### src/rtl/score_keeper.sv
// Two-digit BCD score / best-score tracker driving the tens and units SSD nibbles.
// Input rises reach the registered outputs SYNC_STAGES+1 board_clk edges after the level changes.
module score_keeper #(
    parameter int SYNC_STAGES = 2,
    parameter int ALT_BITS    = 26
) (
    input  logic       board_clk,
    input  logic       Reset,
    input  logic       score_in,
    input  logic       lose_in,
    input  logic       start_in,
    input  logic       ack_in,
    output logic [3:0] ssd3,
    output logic [3:0] ssd0,
    output logic [7:0] score_bcd,
    output logic [7:0] best_bcd,
    output logic       game_over,
    output logic       new_best,
    output logic       showing_best
);

    typedef enum logic [1:0] {
        IDLE = 2'd0,
        PLAY = 2'd1,
        OVER = 2'd2
    } state_t;

    // Bit order inside the synchronizer vectors: {ack, start, lose, score}
    localparam int B_SCORE = 0;
    localparam int B_LOSE  = 1;
    localparam int B_START = 2;
    localparam int B_ACK   = 3;

    logic [3:0]          r_sync [SYNC_STAGES];
    logic [3:0]          r_prev;
    logic [3:0]          w_in;
    logic [3:0]          w_rise;

    state_t              r_state;
    state_t              w_state_nxt;
    logic [7:0]          r_score;
    logic [7:0]          w_score_nxt;
    logic [7:0]          w_score_inc;
    logic [7:0]          r_best;
    logic [7:0]          w_best_nxt;
    logic                r_new_best;
    logic                w_new_best_nxt;
    logic [ALT_BITS-1:0] r_alt;
    logic [ALT_BITS-1:0] w_alt_nxt;
    logic                r_game_over;
    logic                r_showing_best;
    logic                w_showing_best_nxt;
    logic [7:0]          w_disp_nxt;
    logic [3:0]          r_ssd3;
    logic [3:0]          r_ssd0;

    assign w_in   = {ack_in, start_in, lose_in, score_in};
    assign w_rise = r_sync[SYNC_STAGES-1] & ~r_prev;

    always_ff @(posedge board_clk or posedge Reset) begin
        if (Reset) begin
            for (int i = 0; i < SYNC_STAGES; i++) begin
                r_sync[i] <= '0;
            end
            r_prev <= '0;
        end else begin
            r_sync[0] <= w_in;
            for (int i = 1; i < SYNC_STAGES; i++) begin
                r_sync[i] <= r_sync[i-1];
            end
            r_prev <= r_sync[SYNC_STAGES-1];
        end
    end

    // Saturating BCD increment; 99 stays 99.
    always_comb begin
        w_score_inc = r_score;
        if (r_score != 8'h99) begin
            if (r_score[3:0] == 4'd9) begin
                w_score_inc = {r_score[7:4] + 4'd1, 4'd0};
            end else begin
                w_score_inc = {r_score[7:4], r_score[3:0] + 4'd1};
            end
        end
    end

    assign w_alt_nxt = r_alt + {{(ALT_BITS-1){1'b0}}, 1'b1};

    always_comb begin
        w_state_nxt    = r_state;
        w_score_nxt    = r_score;
        w_best_nxt     = r_best;
        w_new_best_nxt = r_new_best;
        case (r_state)
            IDLE: begin
                if (w_rise[B_START]) begin
                    w_state_nxt    = PLAY;
                    w_score_nxt    = 8'h00;
                    w_new_best_nxt = 1'b0;
                end
            end
            PLAY: begin
                if (w_rise[B_SCORE]) begin
                    w_score_nxt = w_score_inc;
                end
                // The compare sees the score including any same-cycle increment.
                if (w_rise[B_LOSE]) begin
                    w_state_nxt = OVER;
                    if (w_score_nxt > r_best) begin
                        w_best_nxt     = w_score_nxt;
                        w_new_best_nxt = 1'b1;
                    end else begin
                        w_new_best_nxt = 1'b0;
                    end
                end
            end
            OVER: begin
                if (w_rise[B_ACK]) begin
                    w_state_nxt    = IDLE;
                    w_new_best_nxt = 1'b0;
                end
            end
            default: begin
                w_state_nxt = IDLE;
            end
        endcase
    end

    // Display is derived from next-state values so it lands on the same edge as the state.
    always_comb begin
        w_showing_best_nxt = 1'b0;
        case (w_state_nxt)
            IDLE:    w_showing_best_nxt = 1'b1;
            OVER:    w_showing_best_nxt = w_alt_nxt[ALT_BITS-1];
            default: w_showing_best_nxt = 1'b0;
        endcase
        w_disp_nxt = w_showing_best_nxt ? w_best_nxt : w_score_nxt;
    end

    always_ff @(posedge board_clk or posedge Reset) begin
        if (Reset) begin
            r_state        <= IDLE;
            r_score        <= 8'h00;
            r_best         <= 8'h00;
            r_new_best     <= 1'b0;
            r_alt          <= '0;
            r_game_over    <= 1'b0;
            r_showing_best <= 1'b1;
            r_ssd3         <= 4'h0;
            r_ssd0         <= 4'h0;
        end else begin
            r_state        <= w_state_nxt;
            r_score        <= w_score_nxt;
            r_best         <= w_best_nxt;
            r_new_best     <= w_new_best_nxt;
            r_alt          <= w_alt_nxt;
            r_game_over    <= (w_state_nxt == OVER);
            r_showing_best <= w_showing_best_nxt;
            r_ssd3         <= w_disp_nxt[7:4];
            r_ssd0         <= w_disp_nxt[3:0];
        end
    end

    assign ssd3         = r_ssd3;
    assign ssd0         = r_ssd0;
    assign score_bcd    = r_score;
    assign best_bcd     = r_best;
    assign game_over    = r_game_over;
    assign new_best     = r_new_best;
    assign showing_best = r_showing_best;

endmodule
### config.mk
export PLATFORM = sky130hd
export DESIGN_NAME = score_keeper
export DESIGN_NICKNAME = d
export VERILOG_FILES = /design/src/rtl/score_keeper.sv
export SDC_FILE = /design/constraint.sdc
export NUM_CORES = 1
export LEC_CHECK = 0
export BUFFER_PORTS_ARGS = -buffer_cell sky130_fd_sc_hd__buf_4
export CAP_MARGIN = 20
export CELL_PAD_IN_SITES_DETAIL_PLACEMENT = 2
export CELL_PAD_IN_SITES_GLOBAL_PLACEMENT = 2
export CORE_MARGIN = 5
export CORE_UTILIZATION = 44
export CTS_BUF_LIST = sky130_fd_sc_hd__clkbuf_8
export CTS_CLUSTER_SIZE = 8
export DETAILED_ROUTE_END_ITERATION = 8
export GPL_TIMING_DRIVEN = 0
export PLACE_DENSITY_LB_ADDON = 0.3
export SETUP_SLACK_MARGIN = 0.05
export SLEW_MARGIN = 20
export SYNTH_ARGS = -nofsm -noshare
export SYNTH_HDL_FRONTEND = slang
export SYNTH_SLANG_ARGS = --single-unit
### constraint.sdc
create_clock -name board_clk -period 5.35 [get_ports board_clk]
set_input_delay 0.535 -clock board_clk [delete_from_list [all_inputs] [get_ports board_clk]]
set_output_delay 0.535 -clock board_clk [all_outputs]
set_load 0.005 [all_outputs]
# Word-level counts from Yosys, hierarchy flattened
# Index checks and enable logic that the tools add are counted.
# classes
n_eq_ne	8
order_cmp	1
n_reduce_logical	4
muxes	20
add_sub_neg	3
bitwise_logic	2
# op_table
op	n
$mux 8	9
$add 26x1->26 const B	1
$pmux 8 s2	1
$add 4x1->4 const B	2
$gt 8x8->1	1
$ne 8x8->1 const B	1
$mux 2	3
$ne 2x2->1 const B	3
$pmux 2 s3	1
$and 4x4->4	1
$eq 2x2->1 const B	2
$eq 4x4->1 const B	1
$logic_not 2->1	2
$mux 1	4
$not 4->4	1
$reduce_and 4->1	1
$pmux 1 s3	1
$reduce_bool 3->1	1
$eq 2x1->1 const B	1
$pmux 1 s2	1
# totals
register_bits	67
elab_cells	50

# Longest topological paths before layout
# depth
word_depth	10
ltp_mapped	14
mapped_depth_nobuf	14

# Worst setup path after synthesis
# Ideal clock, no wire load.
# synth_path
kind	reg-to-reg
from	reg r_score[4] (netlist: score_bcd[4])
to	reg r_ssd0[1] (netlist: ssd0[1])
t_arrival_ns	2.871
stages_incl_launch_ff	11
path_slack_ns	2.353
period_less_slack_ns	2.997
required_ns	5.225
cell_sequence	dfrtp_1 ha_1 nand3b_1 or3b_1 o21ai_0 ha_1 a21oi_1 o21ai_0 o21ai_2 mux2_2 mux2_4
# synth_between
elab_chain_cells	10
# synth_rtl
element	line_no	rtl
from (decl)	41	logic [7:0] r_score;
from (signal assigned)	153	r_score <= w_score_nxt;
$add 4x1->4	80	w_score_inc = {r_score[7:4] + 4'd1, 4'd0};
$mux 8	79	if (r_score[3:0] == 4'd9) begin
$mux 8	78	if (r_score != 8'h99) begin
$mux 8 (*)	103	if (w_rise[B_SCORE]) begin
$mux 8 (*)	94	case (r_state)
$gt 8x8->1	109	if (w_score_nxt > r_best) begin
$mux 8 (*)	109	
$mux 8 (*)	107	if (w_rise[B_LOSE]) begin
$mux 8 (*)	94	
via w_best_nxt[1]	45	logic [7:0] w_best_nxt;
$mux 8 (*)	137	w_disp_nxt = w_showing_best_nxt ? w_best_nxt : w_score_nxt;
via w_disp_nxt[1]	53	logic [7:0] w_disp_nxt;
to (signal assigned)	160	r_ssd0 <= w_disp_nxt[3:0];
to (decl)	55	logic [3:0] r_ssd0;
# Mark *: on every way through the listed nets, which the timed path passes. The rest lies on a longest branch. The select of a mux whose other input is x is not followed.
# A chain may end at the register's enable or synchronous reset.

# Worst setup path after layout
# layout_path
from	reg r_score[4] (netlist: score_bcd[4])
to	reg r_ssd0[2] (netlist: ssd0[2])
# The elaborated chain is that of the path after synthesis.

==> metrics.txt <==
Synth Area in Adders 5.43%; Post-Syn Area per Cell about 12 um2; critical path peak fanout 9; vias per inst between 5 and 6; Async SR Flop Fraction between 90% and 100%; area post-placement 3370 um2; share of layout cells above drive strength 1 25.6%; die width ~93 um; DP HPWL 4890 um; Max Freq between 200 and 300 MHz; vias in the first global route approximately 2,300; IO Count 33; CORE AREA about 6700 um2; Layout Nets slightly above 300; final WL about 7200 um; post-route cell area 3580 um2; crit-path leading delay family compound AO/OA/AOI/OAI gates; largest family of logic cells by synthesized area simple AND/OR/NAND/NOR gates; proportion of synthesized area in mux cells about 7.7%; CP required 5.58 ns; RSZ-0062 raised after global routing no; synthesis-to-finish area growth 19.5%; count leader, synth dfrtp_1; Worst-Margin Slew 0.799 ns; Compound-Gate Fraction of Synth Area 6.30%; Crit-path slowest cell o21ai_2; met2 usage between 30% and 40%; sequential area share after synthesis 56.0%; FF+latch count, synth between 60 and 70; cells along the critical path ha_1 -> nand3b_1 -> or3b_1 -> o21ai_0 -> ha_1 -> a21oi_1 -> o21ai_0 -> o21ai_2 -> mux2_2 -> mux2_4; number of synthesized flops with an enable pin 0; Tot GR Track Use a little under a fifth; Post-Synth Simple-Gate Area between 10% and 20%; CP Capture Type register; DRT antenna net count 0; Root Buffer clkbuf_8; DRT Pass-1 Iters 4; period utilisation layout between 60% and 70%; DRT iter0 DRCs 77; final count of hold timing violations 0; slowest stage delay, CP approximately 0.53 ns; Final Max Tran Viols 0; Die Span Y approximately 93 um; CTS Hold Bufs 0; Hold WC Path Type primary input to asynchronous set/reset pin; Syn Nets ~270; Top FF cell, synth dfrtp_1; Total Power between 1 and 1.5 mW; GR peak layer met2; Setup-failing EPs final 0; Clk pin slew, worst setup/hold paths roughly 0.07 ns; FP Rows 30; met1 Use GR 19.5%; CP Buf/Inv Count 0; M3 GR Usage under 10%; Clk Latency, worst-skew pair about 0.35 ns; post-synth top area cell dfrtp_1; gpl congestion 0.751; Power Density approximately 380 nW/um2; gr ovfl total 0; startpoint types register; post-CTS setup buffers 0; diode count 0; CP Data Arrival Time around 3.9 ns; Cell variety after synth 37; CTS sink cnt between 60 and 70; vias approximately 2,000; htree depth 3; maximum vdd drop between 150 and 200 uV; Max Cap Viol 0; post-synthesis xor/xnor area fraction 7.89%; top cell type's share of synthesized area 55.1%; post-cts resize count 0; top cells by count, synth dfrtp_1 (66), nand2_1 (20), xnor2_1 (18), inv_1 (16), nand3_1 (14); largest net degree at the start of global routing 54; Fin Setup TNS 0 ns; Initial Util between 40% and 50%; initial antenna violation count 0; die area approximately 8600 um2; Mapped Cells between 200 and 250; CTS tree yes; status finished clean; placed cell count ~360; IO Port Bufs 32; Slew headroom between 40 and 50%; # DRC 0; final critical-path required period roughly 3.7 ns; Bufs on Longest Clock Path 2; CP Class register to register; Synth Cell Area ~3000 um2; TritonCTS buffer count 9; first-pass GRT wire length between 10,000 and 15,000 um; Area contributors post-synth dfrtp_1 (55%), ha_1 (5.4%), xnor2_1 (5.3%); Synth Warn # 0; Layout Skew ~0.0080 ns; detailed-route wire length per cell 19.2 um; non-filler cells in the finished layout around 380; Leak Pwr ~1.7 nW
-- area by class of cell --
| class | count | area [um2] |
|---|---|---|
| Clock inverter | 4 | 47.5 |
| Sequential cell | 67 | 1680 |
| Buffer | 2 | 16.3 |
| Fill cell | 679 | 3140 |
| Multi-Input combinational cell | 163 | 1240 |
| Clock buffer | 12 | 165 |
| Timing Repair Buffer | 33 | 268 |
| Inverter | 16 | 62.6 |
| Tap cell | 80 | 100 |
-- state kept, by name, indices dropped and copies added (netlist names) --
name,cells
r_alt,26
new_best,1
r_sync,8
r_state,2
showing_best,1
ssd0,4
ssd3,4
game_over,1
best_bcd,8
score_bcd,8
r_prev,4
-- metrics by stage --
stage	setup WS (ns)	hold WS, ns	utilization [%]
3_5_place_dp	1.65	0.336	50.1
6_report	1.65	0.102	53.3
5_1_grt	1.48	0.0974	53.3
3_3_place_gp	1.79	0.334	49.7
4_1_cts	1.59	0.0866	53.3
2_1_floorplan	2.35	0.331	-
-- per-layer routing --
layer,wire length (um),vias up
met4,158,0
met3,253,11
met5,0,-
li1,-,937
met1,2760,1053
met2,4050,32
-- kinds of logic after synthesis --
kind of cell	count (synthesis)
DFF	67
buffers and inverters	18
AOI/OAI and AO/OA	30
adders and majority gates	13
muxes	18
and+or+nand+nor	75
xor gates and xnor gates	27
-- power breakdown --
part	switching [mW]	internal (mW)
Combinational	0.165	0.152
Clock	0.195	0.252
Sequential	0.0355	0.553
-- cell usage in the layout, fill, tap and decap left out, types with 11 or more instances in the layout --
| master | Yosys | routed |
|---|---|---|
| nand2_1 | 20 | 20 |
| inv_1 | 16 | 15 |
| buf_4 | 0 | 32 |
| o21ai_0 | 11 | 11 |
| xnor2_1 | 18 | 18 |
| dfrtp_1 | 66 | 66 |
| nand3_1 | 14 | 14 |
| clkbuf_8 | 0 | 12 |
| ha_1 | 13 | 13 |
| nor2_1 | 13 | 13 |
-- worst paths after layout --
kind | start | end | slack (ns) | cells past startpoint
min in group board_clk | lose_in | r_sync[5] | 0.29 | 1
hold / removal | Reset | r_sync[5] | 0.10 | 2
setup / recovery | score_bcd[4] | ssd0[2] | 1.65 | 10
max in group asynchronous | Reset | showing_best | 4.68 | 3
setup reg to reg | score_bcd[4] | ssd0[2] | 1.65 | 10
hold reg to reg | r_sync[4] | r_sync[0] | 0.35 | 0
No activity file was read; power rests on OpenSTA's default activity.
